[config.mk]
export PLATFORM = sky130hd
export DESIGN_NAME = bcd_ssd_scanner
export DESIGN_NICKNAME = d
export VERILOG_FILES = /design/src/rtl/ssd_pkg.sv /design/src/rtl/bcd_to_ssd.sv /design/src/rtl/bcd_ssd_scanner.sv
export SDC_FILE = /design/constraint.sdc
export NUM_CORES = 1
export LEC_CHECK = 0
export ABC_CLOCK_PERIOD_IN_PS = 3150
export CAP_MARGIN = 15
export CORE_ASPECT_RATIO = 0.6
export CORE_MARGIN = 10
export CORE_UTILIZATION = 40
export CTS_CLUSTER_SIZE = 10
export DETAILED_ROUTE_END_ITERATION = 8
export RECOVER_POWER = 25
export SYNTH_ARGS = -nofsm -noshare
export SYNTH_HDL_FRONTEND = slang
export SYNTH_SLANG_ARGS = --single-unit
[constraint.sdc]
create_clock -name clk -period 3.15 [get_ports clk]
set_clock_uncertainty 0.15 [all_clocks]
set_input_delay 0.945 -clock clk [delete_from_list [all_inputs] [get_ports clk]]
set_output_delay 0.945 -clock clk [all_outputs]
set_load 0.1 [all_outputs]
[src/rtl/ssd_pkg.sv]
// ssd_pkg: shared constants for the BCD seven-segment scanner.
//   Segment patterns are active-low, ordered {a,b,c,d,e,f,g,dp}, with the
//   dp bit left at 1 (off); the scanner clears it separately.
//   ANODE_OFF is the all-dark anode select for the active-low, one-cold
//   anode bus.
package ssd_pkg;

  localparam logic [7:0] SEG_0     = 8'h03;
  localparam logic [7:0] SEG_1     = 8'h9F;
  localparam logic [7:0] SEG_2     = 8'h25;
  localparam logic [7:0] SEG_3     = 8'h0D;
  localparam logic [7:0] SEG_4     = 8'h99;
  localparam logic [7:0] SEG_5     = 8'h49;
  localparam logic [7:0] SEG_6     = 8'h41;
  localparam logic [7:0] SEG_7     = 8'h1F;
  localparam logic [7:0] SEG_8     = 8'h01;
  localparam logic [7:0] SEG_9     = 8'h09;
  localparam logic [7:0] SEG_DASH  = 8'hFD;
  localparam logic [7:0] SEG_BLANK = 8'hFF;

  localparam logic [3:0] ANODE_OFF = 4'b1111;

  // Active-low one-cold anode select for digit position k.
  function automatic logic [3:0] anode_sel(input logic [1:0] k);
    logic [3:0] onehot;
    onehot = 4'b0001 << k;
    return ~onehot;
  endfunction

  // Clear the active-low dp bit when the decimal point should be lit.
  function automatic logic [7:0] with_dp(input logic [7:0] seg, input logic dp);
    logic [7:0] res;
    res = seg;
    if (dp) begin
      res[0] = 1'b0;
    end
    return res;
  endfunction

endpackage

[src/rtl/bcd_to_ssd.sv]
// bcd_to_ssd: combinational BCD to seven-segment decoder.
//   digit : in  4  BCD digit; values 10..15 are not legal BCD
//   seg   : out 8  active-low pattern {a,b,c,d,e,f,g,dp}, dp bit always 1
// Illegal codes show a dash (segment g only) so a corrupt counter value is
// visible on the display instead of silently looking like a valid digit.
module bcd_to_ssd
  import ssd_pkg::*;
(
  input  logic [3:0] digit,
  output logic [7:0] seg
);

  always_comb begin
    seg = SEG_DASH;
    case (digit)
      4'd0:    seg = SEG_0;
      4'd1:    seg = SEG_1;
      4'd2:    seg = SEG_2;
      4'd3:    seg = SEG_3;
      4'd4:    seg = SEG_4;
      4'd5:    seg = SEG_5;
      4'd6:    seg = SEG_6;
      4'd7:    seg = SEG_7;
      4'd8:    seg = SEG_8;
      4'd9:    seg = SEG_9;
      default: seg = SEG_DASH;
    endcase
  end

endmodule

[src/rtl/bcd_ssd_scanner.sv]
// bcd_ssd_scanner: time-multiplexed driver for a common-anode 4-digit
// seven-segment display fed by BCD digit counters.
//   clk        : in  1   system clock
//   reset      : in  1   asynchronous, active-high reset
//   bcd_in     : in  16  four BCD digits, [15:12] = digit3 (MSD) .. [3:0] = digit0
//   dp_in      : in  4   per-digit decimal point, 1 = lit (used live)
//   digit_en   : in  4   per-digit enable, 1 = may be lit (used live)
//   ssd_ctl    : out 4   anode select, active-low one-cold, bit k = digit k
//   ssd_out    : out 8   segments, active-low {a,b,c,d,e,f,g,dp}
//   frame_tick : out 1   one-cycle pulse when a new frame starts
// Each digit slot lasts DIV_CNT clocks; four slots make a frame. The BCD
// digits are captured once per frame (when the slot wraps 3->0) so a
// counter rolling over mid-frame can never produce a torn display. Leading
// zeros on digits 3..1 are blanked when LZ_BLANK = 1.
module bcd_ssd_scanner
  import ssd_pkg::*;
#(
  parameter int DIV_CNT  = 100000,
  parameter bit LZ_BLANK = 1'b1
) (
  input  logic        clk,
  input  logic        reset,
  input  logic [15:0] bcd_in,
  input  logic [3:0]  dp_in,
  input  logic [3:0]  digit_en,
  output logic [3:0]  ssd_ctl,
  output logic [7:0]  ssd_out,
  output logic        frame_tick
);

  localparam int DIV_W = (DIV_CNT > 2) ? $clog2(DIV_CNT) : 1;
  localparam logic [DIV_W-1:0] DIV_LAST = DIV_W'(DIV_CNT - 1);

  logic [DIV_W-1:0] div_cnt;
  logic [1:0]       slot;
  logic [15:0]      snapshot;

  logic             slot_end;
  logic             frame_end;

  logic [3:0]       zero_p0;
  logic [3:0]       blank_p0;
  logic [3:0]       digit_p0;
  logic [7:0]       seg_raw_p0;
  logic [7:0]       seg_p0;
  logic [3:0]       ctl_p0;
  logic             lit_p0;

  assign slot_end  = (div_cnt == DIV_LAST);
  assign frame_end = slot_end && (slot == 2'd3);

  // ---- stage 0: slot timing and per-frame snapshot ----
  always_ff @(posedge clk or posedge reset) begin
    if (reset) begin
      div_cnt    <= '0;
      slot       <= 2'd0;
      snapshot   <= 16'h0000;
      frame_tick <= 1'b0;
    end else begin
      if (slot_end) begin
        div_cnt <= '0;
        slot    <= slot + 2'd1;
      end else begin
        div_cnt <= div_cnt + DIV_W'(1);
      end
      if (frame_end) begin
        snapshot <= bcd_in;
      end
      frame_tick <= frame_end;
    end
  end

  // Zero detection per snapshot digit; illegal BCD is nonzero by construction.
  always_comb begin
    for (int k = 0; k < 4; k++) begin
      zero_p0[k] = (snapshot[4*k +: 4] == 4'h0);
    end
  end

  // A digit is a leading zero only if it and every more significant digit
  // are zero. Digit 0 always stays visible so a zero value reads "   0".
  always_comb begin
    blank_p0    = 4'b0000;
    blank_p0[3] = LZ_BLANK && zero_p0[3];
    blank_p0[2] = blank_p0[3] && zero_p0[2];
    blank_p0[1] = blank_p0[2] && zero_p0[1];
    blank_p0[0] = 1'b0;
  end

  always_comb begin
    digit_p0 = 4'h0;
    case (slot)
      2'd0:    digit_p0 = snapshot[3:0];
      2'd1:    digit_p0 = snapshot[7:4];
      2'd2:    digit_p0 = snapshot[11:8];
      default: digit_p0 = snapshot[15:12];
    endcase
  end

  bcd_to_ssd u_dec (
    .digit (digit_p0),
    .seg   (seg_raw_p0)
  );

  // A dark slot drives all segments off, including its decimal point.
  always_comb begin
    lit_p0 = digit_en[slot] && !blank_p0[slot];
    ctl_p0 = ANODE_OFF;
    seg_p0 = SEG_BLANK;
    if (lit_p0) begin
      ctl_p0 = anode_sel(slot);
      seg_p0 = with_dp(seg_raw_p0, dp_in[slot]);
    end
  end

  // ---- stage 1: registered display outputs ----
  // Anodes and segments update on the same edge so no ghosting appears
  // between slots.
  always_ff @(posedge clk or posedge reset) begin
    if (reset) begin
      ssd_ctl <= ANODE_OFF;
      ssd_out <= SEG_BLANK;
    end else begin
      ssd_ctl <= ctl_p0;
      ssd_out <= seg_p0;
    end
  end

endmodule
-- Word level (Yosys, flattened, before mapping)
Memory sizes are Yosys's and may differ from the RTL's.
Cells that the tools add are included.
- output and inout bits: 13
- bits in writable memories: 0
- latch bits: 0
- ROM bits: 112
- bits in registers: 48
- memories kept: 1
- input bits: 26
- logic and storage cells: 36
- memories (name ; depth ; bits a word ; read ports ; clocked after Yosys merged registers in ; wr ports ; line ; source):
    (no name shown) ; 16 ; 7 ; 1 ; 0 ; 0 ; bcd_to_ssd.sv:15 ; case (digit)
- bitwise logic cells: 1
- multipliers: 0
- equality and inequality tests: 4
- divide/modulo/power cells: 0
- add/subtract/negate cells: 2
- mux-type cells: 11
- shift-type cells: 1
- reductions and logical operators: 9
- magnitude comparators: 1
- operators by type and width (kind ; count):
    $add 17x1->17 const B ; 1
    $eq 17x17->1 const B ; 1
    $mux 17 ; 1
    $logic_not 4->1 ; 3
    $pmux 4 s3 ; 1
    $mux 8 ; 1
    $bmux 1 s2 ; 3
    $eq 2x2->1 const B ; 2
    $logic_and 1x1->1 ; 4
    $mux 1 ; 4
    $mux 4 ; 1
    $not 4->4 ; 1
    $shl 1x2->4 const A ; 1
    $lt 2x3->1 const B ; 1
    $add 2x1->2 const B ; 1
    $eq 2x1->1 const B ; 1
    $logic_not 2->1 ; 1
    $logic_not 1->1 ; 1

-- Depth between registers and ports, before layout
- depth after elaboration: 8
- gate-level depth with buffers: 10
- mapped depth without buffers: 10

-- Cells and area by module
A second synthesis with hierarchy kept.
- cells, all modules: 213
- area, all modules: 2447.3 um^2
- modules (own cells, without submodules) (module ; cells each ; area each (um^2) ; times used ; sequential area each (um^2)):
    bcd_ssd_scanner ; 180 ; 2212.1 ; 1 ; 1216.2
    bcd_to_ssd ; 33 ; 235.2 ; 1 ; 0.0

-- Worst setup path after synthesis
No wires, ideal clock.
- path type: reg2reg
- start: register slot[0]
- end: register ssd_out[2]
- required time: 2.899 ns
- setup slack: 0.803 ns
- clock period less this slack: 2.347 ns
- library setup time: 0.101 ns
- cell stages (with the launch flop): 7
- data arrival time: 2.096 ns
- buffers on the path: 0
- cell sequence: dfrtp_1 > inv_1 > ha_1 > a222oi_1 > a21oi_1 > nor3b_1 > o211ai_1
- cells in the longest elaborated chain, start to end: 5
- elaborated cells on any way between the ends: 12
- those cells by class: 2 x eq/ne; 6 x mux; 3 x reduce/logical; 1 x memory
- ends and longest elaborated chain (item ; line ; source):
    start: declaration ; bcd_ssd_scanner.sv:35 ; logic [1:0] slot;
    start signal: assignment ; bcd_ssd_scanner.sv:62 ; slot <= slot + 2'd1;
    branches (longest 4 deep; another with $mem_v2 16x7) ; - ;
    $mux 8 (*) ; bcd_ssd_scanner.sv:110 ; if (lit_p0) begin
    net seg_p0[2] ; bcd_ssd_scanner.sv:45 ; logic [7:0] seg_p0;
    end signal: assignment ; bcd_ssd_scanner.sv:125 ; ssd_out <= seg_p0;
    end: declaration ; bcd_ssd_scanner.sv:27 ; output logic [7:0] ssd_out,
Mark *: on every way through the listed nets, which the timed path passes. The select of a mux whose other input is x is not followed.
A chain may end at the register's enable or synchronous reset.

-- Worst setup path after layout
- start: register slot[0]
- end: register ssd_out[3]
The elaborated chain is that of the path after synthesis.

==> flow_summary.rst <==
.. list-table::
   :header-rows: 1

   * - Metric
     - Value
   * - Status
     - finished, final reports clean
   * - Multi-input logic area
     - around 1200 um2
   * - Synth Net Count
     - 243
   * - # DRC
     - 0
   * - Worst path top cell family by delay
     - compound AO/OA/AOI/OAI gates
   * - Number of buffer and inverter instances along the worst setup path
     - 2
   * - Max Cap Violations
     - 0
   * - Die ar.
     - between 9000 and 10000 um2
   * - Yosys top cell area share
     - 36.9%
   * - Hold Fails Final Rpt
     - 0
   * - Commonest non-fill, non-tap cell in the layout
     - dfrtp_1
   * - Cell area after synthesis
     - ~2400 um2
   * - CTS clk-pin slew, worst paths
     - ~90 ps
   * - Filler Cell Count
     - approximately 530
   * - Total negative slack for setup checks
     - 0 ps
   * - Overall routed net length
     - 5390 um
   * - Total core area
     - approximately 5800 um2
   * - Clock Tree Root
     - clkbuf_8
   * - Number of enable flip-flop cells after synthesis
     - 0
   * - Smallest hold slack
     - around 340 ps
   * - Critical Path Fanout Max
     - 10
   * - Warnings from Yosys
     - 0
   * - Number of standard cells after synthesis
     - between 200 and 250
   * - Initial antenna violation count
     - 0
   * - Hold depth
     - 1
   * - Gpl congestion
     - 0.880
   * - Setup-violating endpoint count in the final report
     - 0
   * - Final number of max-transition violations
     - 0
   * - Worst Reg2Reg Path Length in Cells
     - 7
   * - Power density normalized to cell area
     - 400 nW/um2
   * - Sequential Area
     - roughly 1200 um2
   * - Number of top-level design ports
     - 39
   * - Synth async-reset ratio
     - 100%
   * - Number of buffers inserted during clock tree synthesis
     - 5
   * - Post-layout worst setup margin
     - between 300 and 400 ps
   * - Via count of the routed design
     - around 1700
   * - Initial cell density of the core
     - between 40% and 50%
   * - Setup repair after global routing missed its margin
     - false
   * - TritonCTS clock tree
     - done
   * - Number of sinks driven by the clock tree
     - 48
   * - Overall routing resource usage
     - 11.6%
   * - Cell Rows
     - 21
   * - Final routed wire length divided by cell count
     - 16.3 um
   * - Peak ir drop on the vdd network
     - approximately 0.21 mV
   * - Total of buffers placed on input and output ports
     - 38
   * - Max clock buf depth
     - 2
   * - Yosys reg bits
     - 48
   * - Number of global-route vias before repair
     - 1698
   * - Worst EP arrival
     - between 2000 and 3000 ps
   * - Number of distinct standard cells referenced by the synthesized netlist
     - 44
   * - Least-Margin Pin Slew
     - about 940 ps
   * - Final critical-path required period
     - ~2800 ps
   * - Startpoint kind of the worst setup timing path
     - flop
   * - Pre-CTS setup slack
     - 394 ps
   * - Critical path type
     - flop to flop
   * - Cell area reported after detailed placement
     - approximately 2900 um2
   * - Worst path required time
     - 3170 ps
   * - Largest net degree at the start of global routing
     - 26
   * - Detail-routed via count per cell
     - approximately 5.3
   * - # Post-CTS Setup Buffers
     - 0
   * - Cell repeated most along the worst path
     - ha_1
   * - Clock network latency to the later pin of the worst-skew pair
     - 290 ps
   * - Number of H-tree branching levels
     - 2
   * - Die Span X
     - 121 um
   * - Layout overhead on the synthesized area
     - 22.0%
   * - Largest area contributor in the netlist
     - dfrtp_1
   * - Floorplan die height
     - between 80 and 90 um
   * - Logic depth of the worst path, buffers included
     - 7
   * - Max Clk Rate
     - 358 MHz
   * - First-pass detailed-route iteration total
     - 4
   * - Fraction of the yosys area taken by sequential cells
     - 49.8%
   * - Resized cells post-CTS
     - 0
   * - Most frequent cells in the layout
     - dfrtp_1, clkdlybuf4s50_1, buf_4
   * - Crit path cell chain
     - ha_1 > clkinv_1 > a21oi_1 > inv_1 > ha_1 > and3_1 > o311ai_0
   * - First-pass GRT wire length
     - between 9000 and 10000 um
   * - 1st-iter DRT viols
     - 140
   * - Area of all placed cells without fillers
     - a little under 3000 um2
   * - Net count of the finished layout
     - between 200 and 300
   * - Per-instance average area after synthesis
     - between 10 and 15 um2
   * - Fraction of layout cells with a size suffix above 1
     - a little under a quarter
   * - Hold Path Class
     - flop to flop
   * - Count of placed standard cells in the final layout, fillers left out
     - 330
   * - ANT cells
     - 0
   * - Worst max-slew margin expressed relative to the limit
     - around 37%
   * - Maximum single-stage delay on the critical path
     - roughly 530 ps
   * - Number of nets with antenna violations after routing
     - 0
   * - Post-route fraction of the period consumed by the critical path
     - 88.7%
   * - Leakage power of the design
     - 0.00126 uW
   * - Top cells by area, synth
     - dfrtp_1, dfstp_2, mux2_4
   * - Dominant synthesized flop cell
     - dfrtp_1
   * - Placed Cells incl. Taps
     - roughly 320
   * - Critical path capture point type
     - flop
   * - HPWL reported at the end of detailed placement
     - approximately 4200 um
   * - Slowest library cell on the worst path
     - dfrtp_1
   * - GRT Residual Overflow
     - 0
   * - Number of buffers inserted by hold repair at cts
     - 0
-- sequential cells by signal (all words and copies together) (netlist names) --
name / flops
ssd_out: 8
slot: 2
div_cnt: 17
ssd_ctl: 4
frame_tick: 1
snapshot: 16
-- worst register-to-register path, delay by kind of cell (launching register included) --
family / cells / cell delay [ps]
buffers and inverters: 2 / 450
and+or+nand+nor: 1 / 150
adders and majority gates: 2 / 570
AOI/OAI and AO/OA: 2 / 830
DFF: 1 / 530
-- stage by stage --
stage	util, %	power, uW
after floorplan	-	765
after global placement	50.2	827
after detailed placement	50.2	827
after CTS	51.8	1200
after global routing	51.8	1240
final	51.8	1190
-- kinds of logic (layout without fill, tap and decap cells) --
family                   Yosys count  count (layout)  synth area share [%]
AND/OR/NAND/NOR                   69              69                  16.8
flip-flops                        48              48                  49.8
AO/OA/AOI/OAI                     32              32                  9.27
multiplexers                      18              18                  10.8
XOR/XNOR                          15              15                  5.38
buffers and inverters             13              57                  2.35
adder cells (fa/ha/maj)           11              11                  5.63
-- worst paths after layout --
check                           start     endpoint  slack, ps
min in group asynchronous       reset  div_cnt[11]       1150
max in group asynchronous       reset   ssd_ctl[0]        900
max                           slot[0]   ssd_out[3]        360
min reg2reg                div_cnt[0]   div_cnt[0]        340
min                        div_cnt[0]   div_cnt[0]        340
max reg2reg                   slot[0]   ssd_out[3]        360
-- area by class of cell --
cell class	instances	share of cell area (%)
inverter	7	0.882
tap	80	3.36
clock buffer	8	3.02
timing repair buffer	42	12.7
multi-input combinational	145	39.3
sequential	48	40.8
-- per-layer routing --
layer / vias to the layer above / part of all wire [%] / global-route usage, %
met5: - / 0 / 0
met4: 0 / 0.63 / 1.44
met3: 4 / 9.9 / 4.82
met2: 63 / 33 / 13.5
met1: 829 / 56 / 18.5
li1: 844 / - / -
-- cells in the mapped netlist (2+ instances only) --
cell type	number
and4_1	3
a222oi_1	4
nand3_1	13
and3_1	2
ha_1	11
nor3b_1	2
nor2b_1	5
mux2_2	6
dfrtp_1	36
or3_1	2
clkbuf_1	3
nor2_1	11
a21o_1	3
mux4_2	2
a211o_1	3
dfstp_2	12
nor3_1	3
nor4_1	4
a21oi_1	8
mux2_4	10
nand4_1	6
o21ai_0	3
inv_1	6
nand2_1	8
o211ai_1	5
xor2_1	5
and2_1	4
xnor2_1	10
-- report_power, final --
group,switching [uW],total (uW),internal [uW]
clock network,199,379,180
logic,97.3,164,66.2
registers,11.9,651,639
(Power assumes the default switching activity.)
==> edit 1: new RTL, same settings <==
Register the output `ssd_out` once more, cleared by the reset; this adds one clock of latency there. The other outputs are not delayed to match.
--- a/src/rtl/bcd_ssd_scanner.sv
+++ b/src/rtl/bcd_ssd_scanner.sv
@@ -31,4 +31,6 @@
   localparam int DIV_W = (DIV_CNT > 2) ? $clog2(DIV_CNT) : 1;
   localparam logic [DIV_W-1:0] DIV_LAST = DIV_W'(DIV_CNT - 1);
+
+  logic [7:0] ssd_s0;
 
   logic [DIV_W-1:0] div_cnt;
@@ -120,8 +122,16 @@
     if (reset) begin
       ssd_ctl <= ANODE_OFF;
-      ssd_out <= SEG_BLANK;
+      ssd_s0 <= SEG_BLANK;
     end else begin
       ssd_ctl <= ctl_p0;
-      ssd_out <= seg_p0;
+      ssd_s0 <= seg_p0;
+    end
+  end
+
+  always_ff @(posedge clk or posedge reset) begin
+    if (reset) begin
+      ssd_out <= '0;
+    end else begin
+      ssd_out <= ssd_s0;
     end
   end
Formal check against the unedited RTL: not equivalent (Yosys sat finds a counterexample within 4 cycles, from zero or initial values and one cycle with reset high).
==> edit 1 against the unedited design <==
Routed wire length increased by 3.0%. Combinational power decreased by 35%. Total power increased by 1.9%. Sequential cell count increased by 8. Fmax decreased by 1.2%. Final area increased by 5.8%. Non-clock buffer count increased by 2. Worst setup slack got worse by 0.035 ns. Synthesized area increased by 7.1%. Final cell count increased by 2.4%. Largest power group unchanged. Highest routed layer unchanged.
==> edit 1: results (changes against the unedited design) <==
### Yosys
• **part of the Yosys area used for sequential elements** 54.1%, +4.4 points
• **multiplexer share of the synthesized area** 10.3%, -0.47 points
• **post-synthesis xor/xnor area fraction** 5.02%, -0.35 points
• **number of distinct library cells after synthesis** 46, +4.5%
• **cell types occupying the most area after synthesis** sky130_fd_sc_hd__dfrtp_1 42%, sky130_fd_sc_hd__dfstp_2 12%, sky130_fd_sc_hd__ha_1 5.3%, sky130_fd_sc_hd__mux2_4 5.2%, sky130_fd_sc_hd__xnor2_1 3.3%
• **fraction of the mapped netlist area in compound gates** 8.61%, -0.66 points
• **syn nets** 247, +1.6%
• **commonest cells in the netlist** 44 x sky130_fd_sc_hd__dfrtp_1, 14 x sky130_fd_sc_hd__nand3_1, 12 x sky130_fd_sc_hd__dfstp_2, 12 x sky130_fd_sc_hd__nor2_1, 11 x sky130_fd_sc_hd__ha_1

### Placement
• **HPWL after DPL** 4160 um, -0.28%

### Run status
• **outcome** completed

### Global routing
• **number of global-route vias before repair** 1793, +5.6%
• **routing usage on met2** 15.1%, +1.6 points
• **largest net degree at the start of global routing** 25, -3.8%
• **first-pass GRT wire length** 9280 um, +2.2%
• **met1 track demand over resource in global routing** 16.4%, -2.1 points
• **GRT Overall Usage** 11.0%, -0.55 points
• **routing usage on met3** 3.50%, -1.3 points

### Worst setup path
• **delay contributed by the slowest stage of the critical path** 0.50 ns, -0.03 ns

### Detailed routing
• **Met3 Routed Length** 314 um, -41%
• **wire length on met1** 3030 um, about the same
• **number of violations reported at the end of detailed-routing iteration 0** 121, -14%
• **detailed-routed wire length on met2** 2190 um, +22%

### Power and ir drop
• **Peak supply drop** 0.182 mV, -12%
• **reported leakage power** 1.38 nW, +9.3%

### Layout
• **registers with the highest flip-flop counts** div_cnt x17, snapshot x16

### STA
• **worst-margin pin slew** 0.786 ns, -0.151 ns

## edit 1: stage by stage
step / worst slack (ns) / cell area, um2 / instances
floorplan: 0.704 / 2620 / 210
global placement: 0.559 / 3070 / 330
detailed placement: 0.422 / 3070 / 330
CTS: 0.360 / 3150 / 338
global route: 0.0629 / 3150 / 338
finish: 0.322 / 3150 / 338
## edit 1: worst paths after layout
check | start | end | slack (ns) | cells after the start
setup reg to reg | slot[0] | ssd_s0[4] | 0.32 | 10
setup / recovery | slot[0] | ssd_s0[4] | 0.32 | 10
min in group asynchronous | reset | ssd_out[0] | 1.07 | 2
hold / removal | ssd_s0[6] | ssd_out[6] | 0.24 | 0
hold reg to reg | ssd_s0[6] | ssd_out[6] | 0.24 | 0
max in group asynchronous | reset | ssd_ctl[1] | 1.01 | 3
## edit 1: power by group through the flow
stage          clock (mW)  combinational [mW]  sequential [mW]
6_report            0.375               0.106            0.735
5_1_grt             0.422               0.113            0.736
4_1_cts             0.395               0.109            0.735
3_5_place_dp            0               0.108            0.748
3_3_place_gp            0               0.108            0.748
2_1_floorplan           0              0.0172            0.787
## edit 1: cell type report
cell class / count / area, um2
inverters: 7 / 26.3
well taps: 84 / 105
flip-flops and latches: 56 / 1420
repair buffers: 44 / 405
fillers: 580 / 3070
multi-input cells: 139 / 1120
clock buffers: 8 / 80.1
## edit 1: kinds of logic (layout without fill, tap and decap cells)
| group | after synthesis | in the layout |
|---|---|---|
| and+or+nand+nor | 63 | 63 |
| muxes | 19 | 19 |
| AOI/OAI and AO/OA | 31 | 31 |
| xor gates and xnor gates | 15 | 15 |
| DFF | 56 | 56 |
| adders and majority gates | 11 | 11 |
| buffers and inverters | 15 | 59 |
==> edit 2: new RTL, same flow settings <==
Made on the original files. Set the parameter `LZ_BLANK` to 1'b0 (it was 1'b1).
--- a/src/rtl/bcd_ssd_scanner.sv
+++ b/src/rtl/bcd_ssd_scanner.sv
@@ -17,5 +17,5 @@
 #(
   parameter int DIV_CNT  = 100000,
-  parameter bit LZ_BLANK = 1'b1
+  parameter bit LZ_BLANK = 1'b0
 ) (
   input  logic        clk,
Check against the original RTL: no difference found for any inputs over 10 cycles, from zero or initial values and one cycle with reset high; that may be too few to reach the edited logic, so the function may still have changed.
==> edit 2 against the unedited design <==
Fmax up 9.6%. Synthesized area down 5.6%. Final area down 4.3%. Worst setup slack better by 0.24 ns. Global-route usage down 0.70 points. Critical endpoint unchanged. Critical path depth up 2. Die area down 4.5%. Routed wire length down 12%. Total power up 4.7%. Sequential cell count unchanged.
==> edit 2: results (changes against the unedited design) <==
### Power and ir drop
• **Peak supply drop** 0.255 mV, +23%
• **reported leakage power** 1.28 nW, +1.7%
• **net switching share of the total power** 25.0%, -0.82 points

### Yosys
• **cell types occupying the most area after synthesis** sky130_fd_sc_hd__dfrtp_1 39%, sky130_fd_sc_hd__dfstp_2 14%, sky130_fd_sc_hd__mux2_4 5.9%, sky130_fd_sc_hd__ha_1 5.4%, sky130_fd_sc_hd__mux2_2 3.9%
• **count of synthesis-stage warnings from yosys** 0, unchanged
• **commonest cells in the netlist** 36 x sky130_fd_sc_hd__dfrtp_1, 14 x sky130_fd_sc_hd__inv_1, 12 x sky130_fd_sc_hd__dfstp_2
• **number of distinct library cells after synthesis** 37, -16%
• **number of synthesized flops with an enable pin** 0, unchanged
• **part of the Yosys area used for sequential elements** 52.7%, +3.0 points
• **syn nets** 221, -9.1%
• **proportion of synthesized flip-flops having asynchronous set or reset** 100%, unchanged

### Placement
• **Post-DP Area** 2760 um2, -4.6%
• **final weighted congestion in routability-driven placement** 0.778, -12%
• **pre-CTS worst setup slack** 0.587 ns, +0.192 ns
• **HPWL after DPL** 3480 um, -17%
• **Buffers on Ports** 38, unchanged

### Global routing
• **first-pass GRT wire length** 8170 um, -10%
• **GRT Overall Usage** 10.9%, -0.70 points
• **largest net degree at the start of global routing** 49, +88%
• **number of antenna violations at the first check in global routing** 0, unchanged

### Worst setup path
• **launch point of the critical path** slot[0]
• **worst-path maximum fanout** 5, -5
• **Worst EP arrival** 2.62 ns, -0.20 ns

### Clocking
• **H-Tree Depth** 2, unchanged
• **cts repair resizes** 0, unchanged
• **TritonCTS buffer count** 5, unchanged
• **number of setup buffers added after CTS** 0, unchanged
• **quantity of hold-fixing buffers added after cts** 0, unchanged
• **Clock Tree Buf Depth** 2, unchanged
• **clock insertion delay at the later pin of the skew report** 0.31 ns, +0.02 ns

### Detailed routing
• **number of violations reported at the end of detailed-routing iteration 0** 59, -58%
• **total iterations of the first detailed-routing run** 5, +1
• **via count** 1502, -14%
• **final routed wirelength across all metal layers** 4750 um, -12%

### Layout
• **ratio of cells with drive above 1 in the final layout** 24.9%, +2.1 points
• **registers with the highest flip-flop counts** div_cnt x17, snapshot x16, ssd_out x8
• **antenna cell count** 0, unchanged
• **layout net count** 264, -7.7%

### Hold path
• **worst min-delay path startpoint** div_cnt[12]
• **Min-Delay Path Class** register to register

### Run status
• **outcome** completed

### STA
• **worst-margin pin slew** 1.16 ns, +0.220 ns

-- edit 2: path summary, 6_finish.rpt --
path | endpoint | slack, ns | cells past startpoint
max in group asynchronous | snapshot[9] | 0.84 | 3
worst max-delay path | ssd_out[3] | 0.60 | 9
worst min register to register | div_cnt[12] | 0.35 | 1
worst max register to register | ssd_out[3] | 0.60 | 9
worst min-delay path | div_cnt[12] | 0.35 | 1
min in group asynchronous | snapshot[6] | 1.31 | 3
-- edit 2: cell type report --
cell class / count / area (um2)
fillers: 520 / 2720
clock inverters: 3 / 42.5
flip-flops and latches: 48 / 1220
clock buffers: 5 / 68.8
repair buffers: 40 / 360
multi-input cells: 119 / 1010
inverters: 14 / 52.6
well taps: 80 / 100
-- edit 2: cells by family (layout without fill, tap and decap cells) --
family          after synthesis  after routing  synth area share [%]
flops                        48             48                  52.7
simple gates                 48             48                  12.5
mux                          27             27                  15.2
compound gates               21             21                  5.81
buf+inv                      18             62                  3.36
xor+xnor                     13             13                  4.94
fa+ha+maj                    10             10                  5.43
-- edit 2: critical path: stages (launching register included) --
cell and delay (ns):
sky130_fd_sc_hd__dfrtp_1 0.47, sky130_fd_sc_hd__inv_1 0.13, sky130_fd_sc_hd__ha_1 0.29, sky130_fd_sc_hd__a222oi_1 0.40, sky130_fd_sc_hd__mux2i_1 0.23, sky130_fd_sc_hd__inv_1 0.16, sky130_fd_sc_hd__ha_1 0.18, sky130_fd_sc_hd__a21oi_1 0.06
sky130_fd_sc_hd__a221oi_1 0.26, sky130_fd_sc_hd__o21ai_0 0.13
-- edit 2: per-layer routing --
metal  routed length (um)  track usage [%]  up-vias
li1                     -                -      745
met1                 2620             16.1      719
met2                 1900             14.5       30
met3                  167             2.90        8
met4                   71             4.18        0
met5                    0                0        -
-- edit 2: through the flow --
stage	hold slack, ns	instances	utilization, %
final	0.348	309	51.2
after global routing	0.361	309	51.2
after CTS	0.349	309	51.5
after detailed placement	0.334	301	49.5
after global placement	0.330	301	49.5
after floorplan	0.302	185	-
-- edit 2: power groups by stage --
stage	sequential, mW	clock, mW	combinational [mW]
after floorplan	0.715	0	0.0491
after global placement	0.659	0	0.164
after detailed placement	0.659	0	0.164
after CTS	0.647	0.456	0.165
after global routing	0.649	0.485	0.172
final	0.647	0.442	0.160
